**src/rtl/adder_pkg.sv**
```systemverilog
// Shared constants and types for the sliced carry-lookahead adder.
package adder_pkg;

    localparam int ADDER_SLICE_W = 4;

    typedef struct packed {
        logic g;
        logic p;
    } gp_t;

    function automatic int adder_slice_count(input int width);
        return width / ADDER_SLICE_W;
    endfunction

endpackage

```
**src/rtl/adder_cla4.sv**
```systemverilog
// 4-bit carry-lookahead slice: local sum, carry-out and group generate/propagate.
module adder_cla4
    import adder_pkg::*;
(
    input  logic [ADDER_SLICE_W-1:0] a,
    input  logic [ADDER_SLICE_W-1:0] b,
    input  logic                     cin,
    output logic [ADDER_SLICE_W-1:0] sum,
    output logic                     cout,
    output gp_t                      gp
);

    logic [3:0] g;
    logic [3:0] p;
    logic [3:0] c;

    assign g = a & b;
    assign p = a ^ b;

    // Every internal carry is a flat sum of products of cin, so no carry ripples inside the slice.
    assign c[0] = cin;
    assign c[1] = g[0] | (p[0] & cin);
    assign c[2] = g[1] | (p[1] & g[0]) | (p[1] & p[0] & cin);
    assign c[3] = g[2] | (p[2] & g[1]) | (p[2] & p[1] & g[0]) | (p[2] & p[1] & p[0] & cin);

    assign gp.g = g[3] | (p[3] & g[2]) | (p[3] & p[2] & g[1]) | (p[3] & p[2] & p[1] & g[0]);
    assign gp.p = &p;

    assign sum  = p ^ c;
    assign cout = gp.g | (gp.p & cin);

endmodule

```
**src/rtl/sixty_four_bit_adder.sv**
```systemverilog
// WIDTH-bit adder built from 4-bit lookahead slices, with a registered copy of the result.
// Optional signed-overflow outputs ovf/ovf_q are enabled by ADDER_SIGNED_OVERFLOW_EN.
module sixty_four_bit_adder
    import adder_pkg::*;
#(
    parameter int WIDTH = 64
) (
    input  logic             clk,
    input  logic             reset,
    input  logic [WIDTH-1:0] a,
    input  logic [WIDTH-1:0] b,
    input  logic             c_in,
    output logic [WIDTH-1:0] sum,
    output logic             c_out,
    output logic [WIDTH-1:0] sum_q,
    output logic             c_out_q
`ifdef ADDER_SIGNED_OVERFLOW_EN
    ,
    output logic             ovf,
    output logic             ovf_q
`endif
);

    localparam int NSLICE = adder_slice_count(WIDTH);

    logic [NSLICE:0]   carry;
    gp_t  [NSLICE-1:0] slice_gp;

    assign carry[0] = c_in;

    for (genvar i = 0; i < NSLICE; i++) begin : g_slice
        adder_cla4 u_cla4 (
            .a    (a[i*ADDER_SLICE_W +: ADDER_SLICE_W]),
            .b    (b[i*ADDER_SLICE_W +: ADDER_SLICE_W]),
            .cin  (carry[i]),
            .sum  (sum[i*ADDER_SLICE_W +: ADDER_SLICE_W]),
            .cout (carry[i+1]),
            .gp   (slice_gp[i])
        );
    end

    assign c_out = carry[NSLICE];

    // Group terms are there for a second lookahead level; a chain of slices only needs cout.
    logic unused_gp;
    assign unused_gp = ^slice_gp;

`ifdef ADDER_SIGNED_OVERFLOW_EN
    logic msb_carry_in;

    // Carry into the MSB is recovered from the MSB sum bit, since it sits inside the top slice.
    assign msb_carry_in = a[WIDTH-1] ^ b[WIDTH-1] ^ sum[WIDTH-1];
    assign ovf          = msb_carry_in ^ c_out;

    always_ff @(posedge clk) begin
        if (reset) ovf_q <= 1'b0;
        else       ovf_q <= ovf;
    end
`endif

    // NOTE: registered state uses non-blocking assignments so every flop samples pre-edge values.
    always_ff @(posedge clk) begin
        if (reset) begin
            sum_q   <= '0;
            c_out_q <= 1'b0;
        end else begin
            sum_q   <= sum;
            c_out_q <= c_out;
        end
    end

endmodule

```
**config.mk**
```make
export PLATFORM = sky130hd
export DESIGN_NAME = sixty_four_bit_adder
export DESIGN_NICKNAME = d
export VERILOG_FILES = /design/src/rtl/adder_pkg.sv /design/src/rtl/adder_cla4.sv /design/src/rtl/sixty_four_bit_adder.sv
export SDC_FILE = /design/constraint.sdc
export NUM_CORES = 1
export LEC_CHECK = 0
export ABC_AREA = 1
export BUFFER_PORTS_ARGS = -buffer_cell sky130_fd_sc_hd__buf_4
export CAP_MARGIN = 0
export CORE_MARGIN = 2
export CORE_UTILIZATION = 49
export DETAILED_ROUTE_END_ITERATION = 6
export HOLD_SLACK_MARGIN = 0.02
export PLACE_DENSITY = 0.92
export SYNTH_ARGS = -nofsm -noshare
export SYNTH_HDL_FRONTEND = slang
export SYNTH_SLANG_ARGS = --single-unit
```
**constraint.sdc**
```tcl
create_clock -name clk -period 9.55 [get_ports clk]
set_clock_uncertainty 0.1 [all_clocks]
set_input_delay 0.4775 -clock clk [delete_from_list [all_inputs] [get_ports clk]]
set_output_delay 0.4775 -clock clk [all_outputs]
set_load 0.01 [all_outputs]
```
-- Word level (Yosys, flattened, before mapping)
Cells that the tools add are included.
Widths: inputs -> output; s select.
- bitwise operators: 448
- reductions and logical operators: 16
- operator list (kind ; count):
    $and 1x1->1 ; 240
    $or 1x1->1 ; 160
    $xor 4x4->4 ; 32
    $and 4x4->4 ; 16
    $reduce_and 4->1 ; 16
- register bits: 65
- input port bits: 131
- output and inout port bits: 130
- logic and storage cells: 466

-- Longest topological paths before layout
- word-level depth: 37
- depth in mapped cells: 38
- mapped depth without buffers: 38

-- Modules after synthesis
Synthesis repeated with hierarchy kept, for this count alone.
- cell total of the unflattened synthesis: 794
- area, all modules: 5265.0 um^2
- by module, submodules not included (module ; times used ; cells an instance ; area each (um^2) ; seq. area each (um^2)):
    adder_cla4 ; 16 ; 37 ; 212.7 ; 0.0
    sixty_four_bit_adder ; 1 ; 202 ; 1861.8 ; 1301.2

-- Worst setup path before layout
OpenSTA, ideal clock, no wires.
- path kind: input to output
- start point: in a[7]
- end point: out sum[61]
- data arrival time: 3539 ps
- data required time: 8973 ps
- slack: 5433 ps
- stages: 34
- path buffers: 0
- path through: ha_1 > a21oi_1 > nand2_1 > a21oi_2 > nand2_4 > nand2_4 > nand2_4 > nand2_4 > nand2_4 > nand2_4 > nand2_4 > nand2_4 > nand2_4 > nand2_4 > nand2_4 > nand2_4 > nand2_4 > nand2_4 > nand2_4 > nand2_4 > nand2_4 > nand2_4 > nand2_4 > nand2_4 > nand2_4 > nand2_4 > nand2_4 > nand2_4 > nand2_4 > nand2_4 > nand2_4 > fa_1 > or2_2 > nand2_1
- cells in the longest elaborated chain, start to end: 35
- elaborated cells on any way between the ends: 42
- classes of those cells: bitwise: 41; reduce/logical: 1
- RTL lines (element ; line ; text):
    from (decl) ; sixty_four_bit_adder.sv:10 ; input logic [WIDTH-1:0] a,
    $xor 4x4->4 ; adder_cla4.sv:18 ; assign p = a ^ b;
    $and 1x1->1 ; adder_cla4.sv:26 ; assign gp.g = g[3] | (p[3] & g[2]) | (p[3] & p[2] & g[1]) | (p[3] & p[2] & p[1] & g[0]);
    $or 1x1->1 or $and 1x1->1 (tied branches) (2 in series) ; adder_cla4.sv:26 ;
    $or 1x1->1 ; adder_cla4.sv:26 ;
    $or 1x1->1 (*) ; adder_cla4.sv:30 ; assign cout = gp.g | (gp.p & cin);
    $and 1x1->1 (*) ; adder_cla4.sv:30 ;
    $or 1x1->1 (*) ; adder_cla4.sv:30 ;
    $and 1x1->1 (*) ; adder_cla4.sv:30 ;
    [... 18 more ...] ; - ;
    $or 1x1->1 (*) ; adder_cla4.sv:30 ;
    $and 1x1->1 (*) ; adder_cla4.sv:30 ;
    $or 1x1->1 (*) ; adder_cla4.sv:30 ;
    $and 1x1->1 (*) ; adder_cla4.sv:30 ;
    $or 1x1->1 (*) ; adder_cla4.sv:30 ;
    $and 1x1->1 (*) ; adder_cla4.sv:22 ; assign c[1] = g[0] | (p[0] & cin);
    $or 1x1->1 (*) ; adder_cla4.sv:22 ;
    $xor 4x4->4 (*) ; adder_cla4.sv:29 ; assign sum = p ^ c;
    to (decl) ; sixty_four_bit_adder.sv:13 ; output logic [WIDTH-1:0] sum,
Mark *: on every way between the ends. The rest lies on a longest branch, timed or not.

-- Final worst setup path
- start point: in a[9]
- end point: out sum[61]
- cells in the longest elaborated chain, start to end: 32
- elaborated cells on any way between the ends: 37
- classes of those cells: bitwise: 36; reduce/logical: 1
- RTL lines (element ; line):
    $and 4x4->4 or $xor 4x4->4 (tied branches) ; adder_cla4.sv:17, adder_cla4.sv:18
    $and 1x1->1 ; adder_cla4.sv:26
    $or 1x1->1 or $and 1x1->1 (tied branches) ; adder_cla4.sv:26
    $or 1x1->1 ; adder_cla4.sv:26
    $or 1x1->1 (*) ; adder_cla4.sv:30
    $and 1x1->1 (*) ; adder_cla4.sv:30
    $or 1x1->1 (*) ; adder_cla4.sv:30
    $and 1x1->1 (*) ; adder_cla4.sv:30
    [... 16 more ...] ; -
    $or 1x1->1 (*) ; adder_cla4.sv:30
    $and 1x1->1 (*) ; adder_cla4.sv:30
    $or 1x1->1 (*) ; adder_cla4.sv:30
    $and 1x1->1 (*) ; adder_cla4.sv:30
    $or 1x1->1 (*) ; adder_cla4.sv:30
    $and 1x1->1 (*) ; adder_cla4.sv:22
    $or 1x1->1 (*) ; adder_cla4.sv:22
    $xor 4x4->4 (*) ; adder_cla4.sv:29
Marks and branches as above.

==> impl_metrics.toml <==
[setup_path]
end_kind = "output port"
cp-startpoint = "a[9]"
cpMostUsedCell = "nand2_4"
startpoint_type = "input pin"
cp_data_required_time_ns = 8.97
critPathKind = "in -> out"
cpPeakStageDelay_ns = 0.39
slowest_stage = "fa_1"
critPathMaxFanout = 4
critical_path_arrival_ns = 4.00

[global_route]
grt_pass1_vias = 4693
antenna_found_initial = 0
busiest_layer = "met2"
gr-usage-met1_pct = 24.95
grt_max_degree = 66
grt_pass1_wl_um = 19930
grt.total_usage_pct = 24.19
grtUsageMet3_pct = 7.045
gr-total-overflow = 0
met2_usage_pct = 44.13

[synthesis]
synth.yosys.seq_area_share_pct = 27.73
syn_inst = 610
yosys_warnings = 0
synth_most_common_cell = "nand2_1"
synth_area_leaders = "dfxtp_1 28%, ha_1 17%, nand2_1 8.9%"
synth-async-reset-ratio_pct = 0
synth_largest_area_cell = "dfxtp_1"
synth_compound_area_share_pct = 7.440
synthSimpleGateAreaFrac_pct = 29.15
synth_top_family_by_area = "simple AND/OR/NAND/NOR gates"
netlist_area_um2 = 4692
muxShareOfSynthArea_pct = 0
ys_top_cells_by_count = "111 x nand2_1, 102 x inv_1, 66 x nor2_1, 65 x dfxtp_1, 64 x ha_1"
ys_ff_latch = 65
synth-main-ff-cell = "dfxtp_1"
synth_nets = 821
synth_xor_area_share_pct = 2.987
avgSynthCellArea_um2 = 7.692
synth_top_area_share_pct = 27.73
synthAdderAreaFrac_pct = 23.89
synth_edf_count = 0
yosys.cell_types.count = 25

[finish]
drive_above_1_share_pct = 37.47
area_delta_synth_final_pct = 49.04
fin_area_um2 = 6993
layout.area.seq_um2 = 1301
multi_input_area_um2 = 2978
diodes = 0
nets = 1085
fillers = 701

[routing]
drc = 0
viasPerCell = 4.781
routed_wl_um = 13060
drt_iter0_drc = 69
wire_per_inst_um = 12.97
first_pass_iters = 4
final_antenna_net_count = 0
num_vias = 4814

[clock_tree]
cts_max_level = 3
numCtsBuffers = 9
cts_resized = 0
cts_tree = "built"
path_clk_slew_ns = 0.07
cts.path.max_buffers = 2
cts_setup_buffers = 0
cts_hold_buf = 0
numClockSinks = 65
cts_root_buf = "clkbuf_8"

[power_and_ir_drop]
power_density_nw_per_um2 = 147.8
p_leak_nw = 4.067
peakVddDrop_mv = 0.1001

[sta]
final.setup.tns_ns = 0
fin_crit_ns = 4.582
worst_pin_slew_ns = 0.7218
final_max_slew_viol_count = 0
setup_viol = 0
min_period_over_period_pct = 47.98
hold_violations = 0
clock.fmax_mhz = 218.2
grt_setup_unrepaired = "no"
relSlewSlack_pct = 51.88

[floorplan]
die_width_um = 101.9
start_util_pct = 50.54
ios = 261
die_area_um2 = 10370
core_area_um2 = 9284
fp.dieH_um = 101.9
placementRows = 35

[placed_design]
io_buffers = 260
gp_routability_congestion = 0.8941
dp_hpwl_um = 11160
placed_cell_area_um2 = 6779

[outcome]
status = "complete, no violations"

[flow_run]
drv_cap = 0

[worst_hold_path]
worstHoldPathType = "in -> reg"
hold_start = "b[12]"
-- routing by layer --
layer	up-vias	part of all wire, %
met5	-	0
met4	0	5.0
met1	2136	36
met2	192	50
met3	51	8.4
li1	2435	-
-- state kept, by name, indices dropped and copies added, names as in the netlist --
name and flops:
sum_q 64, c_out_q 1
-- where the power goes --
group	leakage (nW)	total, mW	switching, mW	internal, mW
Sequential	0.542	0.314	0.00857	0.306
Combinational	3.41	0.469	0.240	0.229
Clock	0.112	0.251	0.103	0.148
Total	4.07	1.03	0.352	0.682
-- layout make-up --
cell class,count,share of cell area (%)
Multi-Input combinational cell,435,42.58
Timing Repair Buffer,260,27.91
Sequential cell,65,18.61
Inverter,103,5.529
Clock buffer,13,2.559
Tap cell,129,2.308
Clock inverter,2,0.5010
-- kinds of logic (layout without fill, tap and decap cells) --
| logic type | after synthesis | in the layout |
|---|---|---|
| adder cells (fa/ha/maj) | 80 | 80 |
| XOR/XNOR | 16 | 16 |
| AND/OR/NAND/NOR | 274 | 274 |
| buffers and inverters | 110 | 378 |
| AO/OA/AOI/OAI | 65 | 65 |
| flip-flops | 65 | 65 |
-- worst paths after layout --
| path | to | slack [ns] | depth (start not counted) |
|---|---|---|---|
| setup / recovery | sum[61] | 4.97 | 34 |
| hold / removal | sum_q[12] | 0.47 | 4 |
-- critical path: cells and delay by family --
kind            cells  cell delay, ns
buf+inv             2            0.22
simple gates       27            2.04
compound gates      3            0.51
fa+ha+maj           2            0.74
-- per-stage QoR --
| step | hold slack, ns | setup slack, ns | power (mW) | cells | util, % |
|---|---|---|---|---|---|
| 6_report | 0.4711 | 4.968 | 1.034 | 1007 | 75.32 |
| 4_1_cts | 0.4565 | 4.944 | 1.044 | 1007 | 75.32 |
| 5_1_grt | 0.4584 | 4.682 | 1.102 | 1007 | 75.32 |
| 2_1_floorplan | 0.6802 | 5.433 | 0.5652 | 610 | - |
| 3_3_place_gp | 0.7669 | 5.068 | 0.7774 | 992 | 73.02 |
| 3_5_place_dp | 0.7671 | 4.958 | 0.7903 | 992 | 73.02 |
-- placed cells by master, fill, tap and decap left out, types with 2 or more instances in the layout --
| cell | synthesis | final |
|---|---|---|
| buf_4 | 0 | 260 |
| nand2_1 | 111 | 111 |
| inv_1 | 102 | 102 |
| nor2_1 | 66 | 66 |
| dfxtp_1 | 65 | 65 |
| ha_1 | 64 | 64 |
| a21oi_1 | 45 | 45 |
| nand3_1 | 33 | 33 |
| nand2_4 | 27 | 27 |
| or2_2 | 16 | 16 |
| fa_1 | 16 | 16 |
| xor2_1 | 14 | 14 |
| o21ai_0 | 13 | 13 |
| and2_1 | 13 | 13 |
| clkbuf_8 | 0 | 13 |
| nand2_2 | 6 | 6 |
| a21oi_2 | 3 | 3 |
| xnor2_1 | 2 | 2 |
(Power assumes the default switching activity.)
